**config.mk**
```make
export PLATFORM = sky130hd
export DESIGN_NAME = serdes_wr_burst_arbiter
export DESIGN_NICKNAME = d
export VERILOG_FILES = /design/src/rtl/serdes_wr_burst_arbiter.sv
export SDC_FILE = /design/constraint.sdc
export NUM_CORES = 1
export LEC_CHECK = 0
export CAP_MARGIN = 40
export CORE_AREA = 2 2 233 235
export CTS_CLUSTER_DIAMETER = 200
export DETAILED_ROUTE_END_ITERATION = 8
export DIE_AREA = 0 0 235 237
export HOLD_SLACK_MARGIN = 0.03
export SLEW_MARGIN = 20
export SYNTH_ARGS = -nofsm -noshare
export SYNTH_HDL_FRONTEND = slang
export SYNTH_SLANG_ARGS = --single-unit
```
**constraint.sdc**
```tcl
create_clock -name M_CLK_I -period 2.48 [get_ports M_CLK_I]
set_input_delay 0.372 -clock M_CLK_I [delete_from_list [all_inputs] [get_ports M_CLK_I]]
set_output_delay 0.372 -clock M_CLK_I [all_outputs]
set_load 0.1 [all_outputs]
```
**src/rtl/serdes_wr_burst_arbiter.sv**
```systemverilog
// Round-robin burst arbiter sharing one AXI-style AW+W write channel between NUM_PORTS requesters.
// Optional W-stall watchdog compiled in with `define SERDES_ARB_WDOG_EN.
module serdes_wr_burst_arbiter #(
    parameter int NUM_PORTS    = 4,
    parameter int MDATA_WIDTH  = 64,
    parameter int AWPORT_WIDTH = 2,
    parameter int AWLEN_WIDTH  = 16,
    parameter int AWSIZE_WIDTH = 16,
    parameter int WDOG_CYCLES  = 1024
) (
    input  logic                                  M_CLK_I,
    input  logic                                  M_RST_I,
    input  logic [NUM_PORTS*AWPORT_WIDTH-1:0]     S_AWPORT_I,
    input  logic [NUM_PORTS*AWLEN_WIDTH-1:0]      S_AWLEN_I,
    input  logic [NUM_PORTS*AWSIZE_WIDTH-1:0]     S_AWSIZE_I,
    input  logic [NUM_PORTS-1:0]                  S_AWVALID_I,
    output logic [NUM_PORTS-1:0]                  S_AWREADY_O,
    input  logic [NUM_PORTS*MDATA_WIDTH-1:0]      S_WDATA_I,
    input  logic [NUM_PORTS*MDATA_WIDTH/8-1:0]    S_WSTRB_I,
    input  logic [NUM_PORTS-1:0]                  S_WLAST_I,
    input  logic [NUM_PORTS-1:0]                  S_WVALID_I,
    output logic [NUM_PORTS-1:0]                  S_WREADY_O,
    output logic [AWPORT_WIDTH-1:0]               M_AWPORT,
    output logic [AWLEN_WIDTH-1:0]                M_AWLEN,
    output logic [AWSIZE_WIDTH-1:0]               M_AWSIZE,
    output logic [$clog2(NUM_PORTS)-1:0]          M_AWID,
    output logic                                  M_AWVALID,
    input  logic                                  M_AWREADY,
    output logic [MDATA_WIDTH-1:0]                M_WDATA,
    output logic [MDATA_WIDTH/8-1:0]              M_WSTRB,
    output logic                                  M_WLAST,
    output logic                                  M_WVALID,
    input  logic                                  M_WREADY,
    output logic [NUM_PORTS-1:0]                  GRANT_O,
    output logic                                  BUSY_O,
    output logic [2:0]                            ERR_O,
    output logic [31:0]                           BURST_CNT_O
);
    localparam int IDW = $clog2(NUM_PORTS);
    localparam int SW  = MDATA_WIDTH / 8;

    typedef enum logic [1:0] {S_IDLE, S_AW, S_W} state_t;

    state_t                  state, state_nx;
    logic [IDW-1:0]          rr, rr_nx, pick, id_nx;
    logic                    found;
    logic [AWLEN_WIDTH-1:0]  cnt, cnt_nx, awlen_nx;
    logic [AWPORT_WIDTH-1:0] awport_nx;
    logic [AWSIZE_WIDTH-1:0] awsize_nx;
    logic [NUM_PORTS-1:0]    grant_nx;
    logic                    awv_nx;
    logic [2:0]              err_nx;
    logic [31:0]             bcnt_nx;
    logic                    wdog_hit;

    assign BUSY_O = (state != S_IDLE);

    // First requester after the last winner, with wraparound.
    always_comb begin
        found = 1'b0;
        pick  = '0;
        for (int k = 1; k <= NUM_PORTS; k++) begin
            if (!found && S_AWVALID_I[(int'(rr) + k) % NUM_PORTS]) begin
                found = 1'b1;
                pick  = IDW'((int'(rr) + k) % NUM_PORTS);
            end
        end
    end

    always_comb begin
        S_AWREADY_O = '0;
        S_WREADY_O  = '0;
        M_WVALID    = 1'b0;
        M_WDATA     = '0;
        M_WSTRB     = '0;
        M_WLAST     = 1'b0;
        if (state == S_AW)
            S_AWREADY_O[M_AWID] = M_AWREADY & M_AWVALID;
        if (state == S_W) begin
            M_WVALID           = S_WVALID_I[M_AWID];
            S_WREADY_O[M_AWID] = M_WREADY;
            M_WDATA            = S_WDATA_I[M_AWID*MDATA_WIDTH +: MDATA_WIDTH];
            M_WSTRB            = S_WSTRB_I[M_AWID*SW +: SW];
            M_WLAST            = S_WLAST_I[M_AWID];
        end
    end

    always_comb begin
        state_nx  = state;
        rr_nx     = rr;
        cnt_nx    = cnt;
        id_nx     = M_AWID;
        grant_nx  = GRANT_O;
        awv_nx    = M_AWVALID;
        awport_nx = M_AWPORT;
        awlen_nx  = M_AWLEN;
        awsize_nx = M_AWSIZE;
        bcnt_nx   = BURST_CNT_O;
        err_nx    = ERR_O;
        err_nx[2] = ERR_O[2] | wdog_hit;
        case (state)
            S_IDLE: begin
                if (found) begin
                    state_nx        = S_AW;
                    id_nx           = pick;
                    awport_nx       = S_AWPORT_I[pick*AWPORT_WIDTH +: AWPORT_WIDTH];
                    awlen_nx        = S_AWLEN_I[pick*AWLEN_WIDTH +: AWLEN_WIDTH];
                    awsize_nx       = S_AWSIZE_I[pick*AWSIZE_WIDTH +: AWSIZE_WIDTH];
                    grant_nx        = '0;
                    grant_nx[pick]  = 1'b1;
                    awv_nx          = 1'b1;
                end
            end
            S_AW: begin
                if (M_AWREADY) begin
                    awv_nx = 1'b0;
                    cnt_nx = M_AWLEN;
                    rr_nx  = M_AWID;
                    if (M_AWLEN != '0) begin
                        state_nx = S_W;
                    end else begin
                        // Zero-length burst has no W phase and is not counted.
                        state_nx  = S_IDLE;
                        grant_nx  = '0;
                        err_nx[1] = 1'b1;
                    end
                end
            end
            S_W: begin
                if (M_WVALID && M_WREADY) begin
                    cnt_nx = cnt - 1'b1;
                    // Either WLAST or the beat count closes the burst; a mismatch is flagged, never stretched.
                    if (M_WLAST || cnt == AWLEN_WIDTH'(1)) begin
                        state_nx = S_IDLE;
                        grant_nx = '0;
                        bcnt_nx  = BURST_CNT_O + 32'd1;
                        if (M_WLAST && cnt != AWLEN_WIDTH'(1))
                            err_nx[0] = 1'b1;
                        if (!M_WLAST)
                            err_nx[1] = 1'b1;
                    end
                end
            end
            default: state_nx = S_IDLE;
        endcase
    end

    always_ff @(posedge M_CLK_I) begin
        if (M_RST_I) begin
            state       <= S_IDLE;
            rr          <= IDW'(NUM_PORTS - 1);
            cnt         <= '0;
            M_AWID      <= '0;
            GRANT_O     <= '0;
            M_AWVALID   <= 1'b0;
            M_AWPORT    <= '0;
            M_AWLEN     <= '0;
            M_AWSIZE    <= '0;
            ERR_O       <= '0;
            BURST_CNT_O <= '0;
        end else begin
            state       <= state_nx;
            rr          <= rr_nx;
            cnt         <= cnt_nx;
            M_AWID      <= id_nx;
            GRANT_O     <= grant_nx;
            M_AWVALID   <= awv_nx;
            M_AWPORT    <= awport_nx;
            M_AWLEN     <= awlen_nx;
            M_AWSIZE    <= awsize_nx;
            ERR_O       <= err_nx;
            BURST_CNT_O <= bcnt_nx;
        end
    end

`ifdef SERDES_ARB_WDOG_EN
    localparam int WDW = $clog2(WDOG_CYCLES + 1);
    logic [WDW-1:0] wdog;

    // Counts W-phase cycles with no valid beat; saturates, never aborts the burst.
    always_ff @(posedge M_CLK_I) begin
        if (M_RST_I || state != S_W || (M_WVALID && M_WREADY))
            wdog <= '0;
        else if (!M_WVALID && wdog != WDW'(WDOG_CYCLES))
            wdog <= wdog + 1'b1;
    end

    assign wdog_hit = (wdog == WDW'(WDOG_CYCLES));
`else
    assign wdog_hit = 1'b0;
`endif

endmodule

```
# Yosys cells after proc, flatten, opt, wreduce, memory -nomap -nowiden
# Index checks and enable logic that the tools add are counted.
[classes]
eq_ne = 10
bitwise = 7
mux = 59
addsub = 6
n_reduce_logical = 30
n_lt_le_gt_ge = 8
shifts = 5
[op_table]
columns = ["op", "count"]
rows = [
  ["256-bit by 9-bit indexed part select with 64-bit output", 1],
  ["64-bit by 7-bit indexed part select with 16-bit output", 2],
  ["64-bit 2-to-1 mux", 1],
  ["32-bit by 1-bit adder with 32-bit output, second input constant", 1],
  ["16-bit 2-to-1 mux", 2],
  ["16-bit case mux with 2 select lines", 1],
  ["32-bit by 6-bit indexed part select with 8-bit output", 1],
  ["4-bit 2-to-1 mux", 7],
  ["1-bit 2-to-1 mux", 24],
  ["2-bit 2-to-1 mux", 11],
  ["16-bit by 1-bit equality test with 1-bit output, second input constant", 1],
  ["3-bit by 4-bit < comparator with 1-bit output, second input constant", 4],
  ["16-bit by 1-bit inequality test with 1-bit output, second input constant", 1],
  ["16-bit nonzero test", 1],
  ["16-bit by 1-bit subtractor with 16-bit output, second input constant", 1],
  ["1-bit binary-select mux with 2-bit select", 6],
  ["4-bit case mux with 3 select lines", 1],
  ["6-bit AND reduction", 2],
  ["3-bit AND reduction", 3],
  ["4-bit bitwise AND", 2],
  ["8-bit 2-to-1 mux", 1],
  ["2-bit inequality test, second input constant", 4],
  ["4-bit AND reduction", 2],
  ["2-bit OR reduction", 4],
  ["other kinds (20)", 41],
]
[word_totals]
out_inout_bits = 159
register_bits = 95

# Logic depth before layout (Yosys ltp)
[depth]
ltp_word = 22
mapped_depth = 10

# Worst setup path before layout
# Ideal clock, no wire load.
[synth_timing]
path_kind = "reg2out"
start = "register state[0]"
end = "output S_WREADY_O[0]"
path_stages_with_launch = 8
arrival_time_ns = 3.642
path_buffers = 3
slack_ns = -1.534
cell_sequence = "dfxtp_1 > inv_1 > ha_1 > clkbuf_1 > clkbuf_1 > clkbuf_1 > nand2_1 > nor3_1"
[synth_between]
elab_chain_cells = 2
[synth_lines]
columns = ["element", "line", "source"]
rows = [
  ["start, declared", "44", "state_t state, state_nx;"],
  ["start signal, assigned", "162", "state <= state_nx;"],
  ["2-bit equality test", "79", "if (state == S_W) begin"],
  ["4-bit 2-to-1 mux", "79", ""],
  ["end, declared", "22", "output logic [NUM_PORTS-1:0] S_WREADY_O,"],
]
# Every way passes these cells.

# Worst setup path in the final report
[layout_timing]
start = "register M_AWID[1]"
end = "output M_WSTRB[5]"
[layout_between]
elab_chain_cells = 2
[layout_lines]
columns = ["element", "line", "source"]
rows = [
  ["start, declared", "26", "output logic [$clog2(NUM_PORTS)-1:0] M_AWID,"],
  ["start signal, assigned", "165", "M_AWID <= id_nx;"],
  ["32-bit by 6-bit indexed part select with 8-bit output", "83", "M_WSTRB = S_WSTRB_I[M_AWID*SW +: SW];"],
  ["8-bit 2-to-1 mux", "79", ""],
  ["end, declared", "30", "output logic [MDATA_WIDTH/8-1:0] M_WSTRB,"],
]
# Every way passes these cells.

==> out/metrics.yaml <==
grt_max_degree: 80
start_kind: "register"
clock.fmax_mhz: 402.2
ys_types: 57
finalClockSkew_ps: 11.46
critPathMaxFanout: 79
finalNetCount: 1941
met1_usage: 0.2029
fp-row-count: 85
min_to: "M_AWID[0]"
syn_area_um2: 8025
synth_most_common_cell: "dfxtp_1"
antenna_found_initial: 11
hp-class: "input port to register"
holdWs_ps: 337.7
status: "finished, violations left"
grt_first_pass_wirelength_um: 68010
start_util: 0.1506
dr_total_vias: 10114
grt.total_usage: 0.1640
synth_edf_count: 0
grt_pass1_vias: 10393
fp.coreArea_um2: 53280
grt.overflow.total: 0
min_path_cells: 2
final-hold-violation-count: 0
violations: "negative setup slack"
netlist.area_leader.share: 0.2370
grt_use_met3: 0.05467
avgRoutedWirePerCell_um: 21.80
ant_nets: 0
die_h_um: 237
hp-start: "M_RST_I"
vias_per_cell: 4.595
cts_buffers: 9
clkLatencyLatePin_ps: 380
routed_wl_um: 47970
cts.path.max_buffers: 2
ys_seq_elements: 95
clock-sinks: 95
dr.first_iter.drc_count: 617
r2r_cells: 7
grt_busiest_layer: "met2"
cts_max_level: 3
final.min_clock_period_ps: 2486
reg2reg_slack_ps: 170
drc: 0
grt_util_met2: 0.2678
worst_pin_slew_ps: 562.5
total_power_w: 0.01521
r2r_end: "BURST_CNT_O[22]"
critPathArrivalTime_ps: 2110
criticalPathCategory: "register to primary output"
path_clk_slew_ps: 80
dpl_worst_slack_ps: -122.8
setup_viol: 1
root_buffer: "clkbuf_16"
syn-num-nets: 1345
synth_cells: 898
die_w_um: 235
synth_area_leader_cell: "dfxtp_1"
required_ps: 2110
io_pins: 599
maxSlewViolCount: 0
synth-seq-area-share: 0.2370
io_buffers: 597
gp_congestion: 0.9225
syn_area_per_cell_um2: 8.937
drv_cap: 0
vdd_drop_max_mv: 0.6892
synth_commonest_cells: "95 x dfxtp_1, 79 x and2_1, 73 x a211oi_1, 73 x mux4_2, 72 x clkbuf_1"
cp-end-kind: "primary output"
ys_warn_count: 0
rsz0062_at_grt: "true"
fin_crit_sh: 1.002
rr_startpoint: "cnt[8]"
holdBufCountCts: 0
leakage_nw: 5.958
power.density_nw_per_um2: 920.5
setup_slack_ps: -6.027
drive_above_1_share: 0.2448
syn_to_final_growth_pct: 105.9
slew_headroom: 0.6216
hpwl_um: 39440
fill_cells: 5487
dieArea_um2: 55700
tritoncts: "yes"
drtPass1Iterations: 5
async_flop_share: 0
synth.area.top_cells: "dfxtp_1 24%, mux4_2 20%, a211oi_1 6.8%"
finalSetupTns_ps: -6.027
synth_ff_type: "dfxtp_1"
repair_timing:
action | in CTS | in global routing
setup endpoints to repair | 81 | 83
pin swaps | 0 | 1
buffers inserted | 1 | 5
gates cloned | 1 | 3
resized for setup | 16 | 15
hold endpoints to repair | 0 | 0
metal layers:
metal / wire length, µm / share of wire / up-vias
li1: - / - / 4706
met1: 20740 / 0.43 / 4865
met2: 22020 / 0.46 / 485
met3: 3953 / 0.082 / 56
met4: 1246 / 0.026 / 2
met5: 15 / 0.00031 / -
state kept, by name, indices dropped and copies added (netlist names):
signal       count
BURST_CNT_O     32
M_AWLEN         16
M_AWSIZE        16
cnt             16
GRANT_O          4
ERR_O            2
M_AWID           2
M_AWPORT         2
rr               2
state            2
M_AWVALID        1
cell usage in the layout, fill, tap and decap left out, types with 4 or more instances in the layout:
cell,instances
nand3_1,18
or4_1,16
and4_1,8
clkbuf_16,12
nor2_1,22
mux2i_1,9
clkdlybuf4s50_1,438
buf_12,98
nand2b_1,15
diode_2,6
nor4_1,8
o211ai_1,7
a31oi_1,7
a221oi_1,5
nor3_1,7
and2_1,72
buf_4,127
o31ai_1,46
nand2_1,30
mux4_2,73
a21oi_1,46
nor2_4,6
inv_1,17
and3_1,64
a211oi_1,73
nor2b_1,10
o21ai_0,27
dfxtp_2,7
xnor2_1,8
nand4_1,10
ha_1,6
buf_6,5
and2_4,6
o22ai_1,4
or3_1,11
nand3b_1,36
dfxtp_1,86
through the flow:
step	cells	instance area [µm²]	utilization
floorplan	898	8130	-
global placement	2169	15910	0.2985
detailed placement	2169	15910	0.2985
CTS	2187	16310	0.3061
global route	2198	16520	0.3100
finish	2201	16520	0.3101
area by class of cell:
cell class | count | area [µm²] | area share
multi-input cells | 695 | 5833 | 0.3530
diodes | 6 | 15.01 | 0.0009086
clock inverters | 6 | 72.57 | 0.004392
well taps | 696 | 870.8 | 0.05270
repair buffers | 674 | 7501 | 0.4539
clock buffers | 10 | 239.0 | 0.01446
inverters | 19 | 75.07 | 0.004543
flip-flops and latches | 95 | 1918 | 0.1161
critical path: stages (launching register included):
cell	delay (ps)
dfxtp_4	420
buf_12	370
mux4_2	430
and2_1	210
buf_12	170
worst max path at each step:
stage	endpoint	start	depth (start not counted)	slack, ps
3_3_place_gp	BURST_CNT_O[27]	S_WLAST_I[3]	7	-90
6_report	M_WSTRB[5]	M_AWID[1]	4	-6
3_5_place_dp	M_AWLEN[3]	S_AWVALID_I[3]	7	-120
4_1_cts	M_WDATA[49]	M_AWID[0]	4	-100
5_1_grt	M_WDATA[2]	M_AWID[0]	5	-60
2_1_floorplan	S_WREADY_O[0]	state[0]	7	-200
cells by family (layout without fill, tap and decap cells):
kind of cell,after synthesis,after routing,share of synthesized area
AND/OR/NAND/NOR,355,355,0.2680
AO/OA/AOI/OAI,240,240,0.2027
buffers and inverters,108,709,0.05363
flip-flops,95,95,0.2370
multiplexers,83,83,0.2175
XOR/XNOR,9,9,0.009823
adder cells (fa/ha/maj),7,7,0.01091
other,1,7,0.0004673
report_power, final:
part / internal [W] / switching (W)
Clock: 0.000748 / 0.000763
Combinational: 0.00427 / 0.00709
Sequential: 0.00192 / 0.000415
Total: 0.00694 / 0.00827
Note: power is estimated with default switching activity, not from simulation.
